[src/rtl/clock_mode_ctrl_multi.sv]
// Mode controller for the digital clock: mode FSM, display mux,
// multi-slot alarm supervisor with a timed ring window.
// Optional feature macro: CLOCK_SNOOZE_EN (adds snooze_btn and snooze logic).
// Ports:
//   clk, rst (async, active-high)
//   mode_btn, alarm_ack, sw_ack, set_ack -> mode_en, load_time
//   sec_tick, normal_hours/minutes, alarm_hours/minutes,
//   alarm_arm/disarm, stop_btn[, snooze_btn] -> alarm_armed,
//   alarm_sound, ring_idx
//   sw_minutes/seconds, set_hours/minutes -> hours_disp, minutes_disp
module clock_mode_ctrl_multi #(
  parameter int NUM_ALARMS  = 2,
  parameter int RING_SECS   = 60,
  parameter int SNOOZE_MINS = 5
) (
  input  logic                    clk,
  input  logic                    rst,
  input  logic                    mode_btn,
  input  logic                    alarm_ack,
  input  logic                    sw_ack,
  input  logic                    set_ack,
  input  logic                    sec_tick,
  input  logic [4:0]              normal_hours,
  input  logic [5:0]              normal_minutes,
  input  logic [5*NUM_ALARMS-1:0] alarm_hours,
  input  logic [6*NUM_ALARMS-1:0] alarm_minutes,
  input  logic [NUM_ALARMS-1:0]   alarm_arm,
  input  logic [NUM_ALARMS-1:0]   alarm_disarm,
  input  logic                    stop_btn,
`ifdef CLOCK_SNOOZE_EN
  input  logic                    snooze_btn,
`endif
  input  logic [5:0]              sw_minutes,
  input  logic [5:0]              sw_seconds,
  input  logic [4:0]              set_hours,
  input  logic [5:0]              set_minutes,
  output logic [3:0]              mode_en,
  output logic                    load_time,
  output logic [NUM_ALARMS-1:0]   alarm_armed,
  output logic                    alarm_sound,
  output logic [2:0]              ring_idx,
  output logic [5:0]              hours_disp,
  output logic [5:0]              minutes_disp
);

  // One-hot encoding so mode_en is the state register itself
  typedef enum logic [3:0] {
    S_NORMAL = 4'b0001,
    S_ALARM  = 4'b0010,
    S_SW     = 4'b0100,
    S_SET    = 4'b1000
  } state_t;

  localparam logic [7:0] RING_CNT = 8'(RING_SECS);

  state_t state, state_d;
  logic   load_d;
  logic   mode_btn_q;
  logic   btn_edge;
  logic [5:0] prev_min;
  logic   rollover;
  logic [7:0] ring_cnt;
  logic [NUM_ALARMS-1:0] fire;
  logic [2:0] fire_idx;

  assign btn_edge = mode_btn & ~mode_btn_q;
  assign rollover = normal_minutes != prev_min;
  assign mode_en  = state;

  always_ff @(posedge clk or posedge rst) begin
    if (rst) begin
      state      <= S_NORMAL;
      load_time  <= 1'b0;
      mode_btn_q <= 1'b0;
      prev_min   <= '0;
    end else begin
      state      <= state_d;
      load_time  <= load_d;
      mode_btn_q <= mode_btn;
      prev_min   <= normal_minutes;
    end
  end

  always_comb begin
    state_d = state;
    load_d  = 1'b0;
    case (state)
      S_NORMAL:
        if (btn_edge) state_d = S_ALARM;
      S_ALARM:
        if (btn_edge && alarm_ack) state_d = S_SW;
      S_SW:
        if (btn_edge && sw_ack) state_d = S_SET;
      S_SET:
        if (btn_edge && set_ack) begin
          state_d = S_NORMAL;
          load_d  = 1'b1;
        end
      default:
        state_d = S_NORMAL;
    endcase
  end

  always_comb begin
    hours_disp   = {1'b0, normal_hours};
    minutes_disp = normal_minutes;
    case (state)
      S_ALARM: begin
        hours_disp   = {1'b0, alarm_hours[4:0]};
        minutes_disp = alarm_minutes[5:0];
      end
      S_SW: begin
        hours_disp   = sw_minutes;
        minutes_disp = sw_seconds;
      end
      S_SET: begin
        hours_disp   = {1'b0, set_hours};
        minutes_disp = set_minutes;
      end
      default: ;
    endcase
  end

  // Matching only on a rollover cycle limits each slot to one fire per minute
  always_comb begin
    fire     = '0;
    fire_idx = '0;
    for (int i = 0; i < NUM_ALARMS; i++) begin
      fire[i] = rollover && alarm_armed[i] &&
                (alarm_hours[5*i +: 5] == normal_hours) &&
                (alarm_minutes[6*i +: 6] == normal_minutes);
    end
    for (int i = NUM_ALARMS-1; i >= 0; i--) begin
      if (fire[i]) fire_idx = 3'(i);
    end
  end

  // Disarm wins over arm; firing slots are one-shot
  always_ff @(posedge clk or posedge rst) begin
    if (rst) begin
      alarm_armed <= '0;
    end else begin
      alarm_armed <= (alarm_armed | alarm_arm) & ~alarm_disarm & ~fire;
    end
  end

`ifdef CLOCK_SNOOZE_EN
  localparam logic [3:0] SNZ_CNT = 4'(SNOOZE_MINS);
  logic       snz_pend;
  logic [3:0] snz_cnt;
`endif

  always_ff @(posedge clk or posedge rst) begin
    if (rst) begin
      alarm_sound <= 1'b0;
      ring_idx    <= '0;
      ring_cnt    <= '0;
`ifdef CLOCK_SNOOZE_EN
      snz_pend    <= 1'b0;
      snz_cnt     <= '0;
`endif
    end else if (|fire) begin
      alarm_sound <= 1'b1;
      ring_cnt    <= RING_CNT;
      ring_idx    <= fire_idx;
`ifdef CLOCK_SNOOZE_EN
      snz_pend    <= 1'b0;
      snz_cnt     <= '0;
`endif
    end else if (stop_btn) begin
      alarm_sound <= 1'b0;
      ring_cnt    <= '0;
`ifdef CLOCK_SNOOZE_EN
      snz_pend    <= 1'b0;
      snz_cnt     <= '0;
    end else if (snooze_btn) begin
      // Snooze while idle just cancels a pending snooze
      alarm_sound <= 1'b0;
      ring_cnt    <= '0;
      snz_pend    <= alarm_sound;
      snz_cnt     <= alarm_sound ? SNZ_CNT : 4'd0;
    end else if (snz_pend && rollover) begin
      if (snz_cnt <= 4'd1) begin
        alarm_sound <= 1'b1;
        ring_cnt    <= RING_CNT;
        snz_pend    <= 1'b0;
        snz_cnt     <= '0;
      end else begin
        snz_cnt <= snz_cnt - 4'd1;
      end
`endif
    end else if (alarm_sound) begin
      // Sound drops one cycle after the counter hits zero
      if (ring_cnt == 8'd0) begin
        alarm_sound <= 1'b0;
      end else if (sec_tick) begin
        ring_cnt <= ring_cnt - 8'd1;
      end
    end
  end

endmodule

[config.mk]
export PLATFORM = sky130hd
export DESIGN_NAME = clock_mode_ctrl_multi
export DESIGN_NICKNAME = d
export VERILOG_FILES = /design/src/rtl/clock_mode_ctrl_multi.sv
export SDC_FILE = /design/constraint.sdc
export NUM_CORES = 1
export LEC_CHECK = 0
export BUFFER_PORTS_ARGS = -buffer_cell sky130_fd_sc_hd__buf_2
export CELL_PAD_IN_SITES_DETAIL_PLACEMENT = 2
export CELL_PAD_IN_SITES_GLOBAL_PLACEMENT = 2
export CORE_MARGIN = 2
export CORE_UTILIZATION = 28
export CTS_BUF_LIST = sky130_fd_sc_hd__clkbuf_2
export DETAILED_ROUTE_END_ITERATION = 8
export PLACE_DENSITY = 0.95
export SYNTH_ARGS = -nofsm -noshare
export SYNTH_HDL_FRONTEND = slang
export SYNTH_SLANG_ARGS = --single-unit
[constraint.sdc]
create_clock -name clk -period 2.8 [get_ports clk]
set_input_delay 0.42 -clock clk [delete_from_list [all_inputs] [get_ports clk]]
set_output_delay 0.42 -clock clk [all_outputs]
set_load 0.02 [all_outputs]
==> summary.txt, run 1 <==
I/O pin cnt = 91
Mapped cell area = 1750 µm²
Mean cell area of the mapped netlist = 9.44 µm²
Slowest stage delay, CP = 640 ps
Worst path required time = 2380 ps
Num CTS Buffers = 3
Cells after synthesis = 185
Post-DP HPWL = 5390 µm
Post-Synth Simple-Gate Area = 0.213
Row Count = 28
Multiplexer area fraction after synthesis = 0.0115
Antenna violation net count after detailed routing = 0
CP Max Fanout = 14
Global placement routability congestion = 0.842
PortBufs = 88
CTS Hold Bufs = 0
Setup TNS = 0 ps
EDFF count, synth = 0
Overflow after GRT = 0
CP Data Arrival Time = 2180 ps
Core footprint = 5990 µm²
DRT Pass-1 Iters = 4
WL final = 6460 µm
Synth Flop Type = dfrtp_1
Max_slew headroom = 0.363
Clock slew at reported path FFs = 240 ps
Final Skew = 1.97 ps
Synth Area in Adders = 0.0143
FF+latch count, synth = 24
Critical Path End Type = primary output
Area share of xor/xnor cells in the synthesized design = 0.160
Placed Cells incl. Taps = 341
DR DRC count = 0
Max Fclk = 385 MHz
Pwr Density = 329 nW/µm²
Vias in the first global route = 2046
Setup crit start kind = flip-flop
Sink Count = 24
Largest family of logic cells by synthesized area = simple AND/OR/NAND/NOR gates
Worst-path cell with the longest stage delay = dfstp_2
Ys async rst share = 1.00
N_diodes = 0
Clk_lat worst skew = 370 ps
Mean routed wirelength per cell = 18.6 µm
Outcome = completed
Share of cells above drive strength 1 = 0.432
Final Hold Viols = 0
Worst Hold Class = in -> reg
Compound-gate portion of the synthesized area = 0.203
Netlist cell types = 44
Final Setup Violations = 0
Initial core utilization = 0.292
Total track usage = 0.191
Die Wd = 83.0 µm
Max VDD drop = 145 µV
Initial antenna violation count = 0
Die area = 6890 µm²
Period utilisation layout = 0.929
Number of H-tree levels = 1
Top cell type's share of synthesized area = 0.330
First-pass GRT wire length = 10500 µm
Synth area leader = dfrtp_1
Max Cap Viol = 0
Largest net degree at the start of global routing = 25
Nets@finish = 344
RSZ-0062 raised after global routing = no
Hold WS = 165 ps
Least-Margin Pin Slew = 954 ps
Critical path class = reg -> out
Via density = 5.22
Sequential-to-total area share from yosys stat = 0.345
Fin. max-slew vios = 0
Most used cells in the layout excluding fill and tap cells = 88 x buf_2, 28 x xnor2_1, 23 x dfrtp_1, 12 x nor2_1, 10 x nor3_1
Clk buf depth = 2
Synthesis Warnings = 0
Commonest non-fill, non-tap cell in the layout = buf_2
Root Driver = clkbuf_2
Final Core Density = 0.382
First DRT Iteration DRCs = 64
CTS tree = yes
Leak = 0.00103 µW
CP cell instances = nor2_1 -> and3_4 -> or3_4 -> a21oi_2 -> buf_2
Fin cells = 348
Area grow syn2layout = 30.9%
Top cells by area, synth = dfrtp_1 33%, xnor2_1 14%, a21oi_2 3.5%
Die Ht = 83.0 µm
DR vias = 1818
Min Tclk post-route = 2600 ps
## worst paths after layout
kind,endpoint,depth (start not counted),start,slack (ps)
min in group asynchronous,prev_min[2],2,rst,220
min reg2reg,ring_idx[0],1,ring_idx[0],550
min,alarm_armed[1],2,alarm_disarm[1],170
max in group asynchronous,ring_cnt[2],2,rst,2020
max reg2reg,ring_cnt[1],5,ring_cnt[0],1030
max,minutes_disp[4],5,mode_en[0],200
## routing by layer
metal / vias to the layer above / global-route usage / part of all wire
li1: 853 / - / -
met1: 898 / 0.220 / 0.40
met2: 63 / 0.367 / 0.55
met3: 4 / 0.0169 / 0.043
met4: 0 / 0.0611 / 0.012
met5: - / 0 / 0
## logic make-up after synthesis
group	Yosys count
flip-flops	24
multiplexers	2
AND/OR/NAND/NOR	64
other	1
adder cells (fa/ha/maj)	2
XOR/XNOR	32
AO/OA/AOI/OAI	44
buffers and inverters	16
## area by class of cell
class                   count  area, µm²
repair buffers             93        478
inverters                   6       22.5
flip-flops and latches     24        602
fillers                   692       3700
clock inverters             1       3.75
multi-input cells         146       1070
well taps                  75       93.8
clock buffers               3       15.0
## critical path, delay by kind of cell, from the launching register on
kind                   cells  cell delay (ps)
and+or+nand+nor            3              830
DFF                        1              640
buffers and inverters      1              180
AOI/OAI and AO/OA          1              160
## synth_stat cells, types with 3 or more instances
cell,n
xnor2_1,28
dfrtp_1,23
nor2_1,12
nor3_1,10
nand4_1,8
a21oi_2,7
nand2_1,7
a221o_1,6
a22o_1,6
o21ai_1,6
a222oi_1,5
inv_1,5
nor2_2,5
a21oi_1,4
nor2b_1,4
nor3_2,4
or3_1,4
xor2_1,4
buf_4,3
## sequential cells by signal (all words and copies together), names as in the netlist
| signal | flops |
|---|---|
| alarm_sound | 1 |
| load_time | 1 |
| prev_min | 6 |
| ring_cnt | 8 |
| alarm_armed | 2 |
| mode_en | 4 |
| mode_btn_q | 1 |
| ring_idx | 1 |
## metrics by stage
| stage | power (µW) | cell area [µm²] | setup WS, ps |
|---|---|---|---|
| after floorplan | 503 | 1750 | 538 |
| after global placement | 595 | 2230 | 463 |
| after detailed placement | 607 | 2230 | 365 |
| after CTS | 753 | 2260 | 95.4 |
| after global routing | 797 | 2290 | 35.9 |
| final | 753 | 2290 | 200 |
## timing repair
action,CTS,global route
setup buffers,0,3
setup endpoints to repair,5,6
hold endpoints to repair,0,0
gates resized for setup,1,1
## where the power goes
| part | internal [µW] | switching (µW) | leakage [µW] |
|---|---|---|---|
| Combinational | 105 | 129 | 0.000708 |
| Clock | 31.0 | 115 | 0.0000140 |
| Sequential | 360 | 13.4 | 0.000312 |
Note: power is estimated with default switching activity, not from simulation.
==> run 2, diff against run 1 <==
--- a/config.mk
+++ b/config.mk
@@ -13,6 +13,7 @@
 export CTS_BUF_LIST = sky130_fd_sc_hd__clkbuf_2
 export DETAILED_ROUTE_END_ITERATION = 8
 export PLACE_DENSITY = 0.95
+export SETUP_SLACK_MARGIN = 0.2
 export SYNTH_ARGS = -nofsm -noshare
 export SYNTH_HDL_FRONTEND = slang
 export SYNTH_SLANG_ARGS = --single-unit
==> run 2 against run 1 <==
  * Non-clock buffer count increased by 8
  * Final area grew 4.9%
  * Combinational power up 7%
  * Sequential cell count is the same
  * Clock-buffer cell count unchanged
  * Critical path type unchanged
==> summary.txt, run 2 (synthesis gave the netlist of run 1 again) <==
Crit path buf inv count = 2 (was 1)
Max Fclk = 391 MHz (was 385 MHz)
Global placement routability congestion = 0.842 (unchanged)
CP Max Fanout = 6 (was 14)
Period utilisation layout = 0.913 (was 0.929)
Number of H-tree levels = 1 (unchanged)
Most used cells in the layout excluding fill and tap cells = 87 x buf_2, 28 x xnor2_1, 20 x dfrtp_1, 13 x buf_4, 11 x nor2_1 (was 88 x buf_2, 28 x xnor2_1, 23 x dfrtp_1, 12 x nor2_1, 10 x nor3_1)
Via density = 5.34 (was 5.22)
Largest net degree at the start of global routing = 25 (unchanged)
Worst Hold Class = in -> reg (unchanged)
DR vias = 1913 (was 1818)
Layout fillers = 690 (was 692)
CTS tree = yes (unchanged)
Max_slew headroom = 0.357 (was 0.363)
N_diodes = 0 (unchanged)
Post-route cell area = 2400 µm² (was 2290 µm²)
Fin. max-slew vios = 0 (unchanged)
CP Data Arrival Time = 2140 ps (was 2180 ps)
Die area = 6890 µm² (unchanged)
Initial antenna violation count = 0 (unchanged)
I/O pin cnt = 91 (unchanged)
Clock slew at reported path FFs = 260 ps (was 240 ps)
Outcome = completed (unchanged)
Nets@finish = 354 (was 344)
Worst-path cell with the longest stage delay = dfstp_2 (unchanged)
Clk_lat worst skew = 380 ps (was 370 ps)
Initial core utilization = 0.292 (unchanged)
Total track usage = 0.194 (was 0.191)
Crit path depth = 6 (was 5)
First DRT Iteration DRCs = 71 (was 64)
Max Cap Viol = 0 (unchanged)
Share of cells above drive strength 1 = 0.466 (was 0.432)
Critical Path End Type = primary output (unchanged)
PnR worst setup slack = 245 ps (was 200 ps)
WL final = 7030 µm (was 6460 µm)
Biggest register = ring_cnt (unchanged)
Worst path required time = 2380 ps (about the same)
Die Wd = 83.0 µm (unchanged)
Vias in the first global route = 2069 (was 2046)
Antenna violation net count after detailed routing = 0 (unchanged)
Mean routed wirelength per cell = 19.6 µm (was 18.6 µm)
Final Core Density = 0.400 (was 0.382)
First-pass GRT wire length = 10700 µm (was 10500 µm)
Max FFs per register = 8 (unchanged)
DRT Pass-1 Iters = 4 (unchanged)
Min Tclk post-route = 2560 ps (was 2600 ps)
Fin cells = 358 (was 348)
Pwr Density = 325 nW/µm² (was 329 nW/µm²)
Pre-CTS WS = 365 ps (unchanged)
Reg area = 606 µm² (was 602 µm²)
Max VDD drop = 156 µV (was 145 µV)
Setup crit start kind = flip-flop (unchanged)
Core footprint = 5990 µm² (unchanged)
Placed Cells incl. Taps = 341 (unchanged)
Multi-input gate area = 1110 µm² (was 1070 µm²)
DR DRC count = 0 (unchanged)
Area grow syn2layout = 37.3% (was 30.9%)
Final Skew = 8.45 ps (was 1.97 ps)
CP cell instances = nor2_4 -> buf_4 -> and3_2 -> a22o_1 -> a221o_1 -> buf_2 (was nor2_1 -> and3_4 -> or3_4 -> a21oi_2 -> buf_2)
Overflow after GRT = 0 (unchanged)
Hold depth = 2 (unchanged)
Num CTS Buffers = 3 (unchanged)
Setup TNS = 0 ps (unchanged)
Slowest stage delay, CP = 670 ps (was 640 ps)
Cells on worst reg2reg path = 5 (unchanged)
Commonest non-fill, non-tap cell in the layout = buf_2 (unchanged)
Cell family with most CP delay = flip-flops (was simple AND/OR/NAND/NOR gates)
Least-Margin Pin Slew = 964 ps (was 954 ps)
Post-DP HPWL = 5390 µm (unchanged)
Sink Count = 24 (unchanged)
Row Count = 28 (unchanged)
PortBufs = 88 (unchanged)
Critical path class = reg -> out (unchanged)
Final Hold Viols = 0 (unchanged)
RSZ-0062 raised after global routing = yes (was no)
Root Driver = clkbuf_2 (unchanged)
Die Ht = 83.0 µm (unchanged)
Post-DP Area = 2230 µm² (unchanged)
Clk buf depth = 2 (unchanged)
Final Setup Violations = 0 (unchanged)
Leak = 0.00109 µW (was 0.00103 µW)
-- run 2: cell types whose count changed in the layout (fill, tap and decap cells not counted), moves of 2 or more --
cell,change
dfrtp_2,+3
buf_4,+8
nor2_4,+3
dfrtp_1,-3
nor2_2,-2
-- run 2: power by group --
part           total [µW]  leakage [µW]  switching, µW  internal (µW)
sequential            375      0.000307           15.2            360
clock                 152     0.0000140            122           31.0
combinational         251      0.000769            137            114
total                 779       0.00109            274            505
-- run 2: final cells by class --
class | instances | area share
clock buffers | 3 | 0.00626
multi-input cells | 148 | 0.464
clock inverters | 1 | 0.00156
inverters | 6 | 0.00939
well taps | 75 | 0.0391
flip-flops and latches | 24 | 0.252
repair buffers | 101 | 0.227
-- run 2: worst paths after layout --
kind                                  from              end  slack (ps)
max                             mode_en[0]  minutes_disp[0]         240
min                        alarm_disarm[1]   alarm_armed[1]         160
max reg2reg                    ring_cnt[0]      ring_cnt[1]        1050
min reg2reg                     mode_en[2]       mode_en[1]         540
max in group asynchronous              rst       mode_en[2]        1970
min in group asynchronous              rst      prev_min[2]         200
-- run 2: stage by stage --
stage / hold slack, ps / power [µW]
finish: 155 / 779
global placement: 483 / 595
global route: 116 / 818
detailed placement: 507 / 607
CTS: 152 / 757
floorplan: 434 / 503
-- run 2: repair_timing --
item | in CTS | in global routing
cloned | 0 | 2
hold buffers | 0 | 0
setup endpoints to repair | 11 | 8
setup buffers | 1 | 10
endpoints found under the hold margin | 0 | 0
pin swaps | 0 | 5
gates resized for setup | 3 | 10
-- run 2: layer usage --
metal	wire length [µm]	global-route usage	share of wire	vias up
met5	0	0	0	-
met4	100	0.0581	0.014	0
met3	310	0.0169	0.044	6
met2	3870	0.376	0.55	67
met1	2750	0.223	0.39	960
li1	-	-	-	880
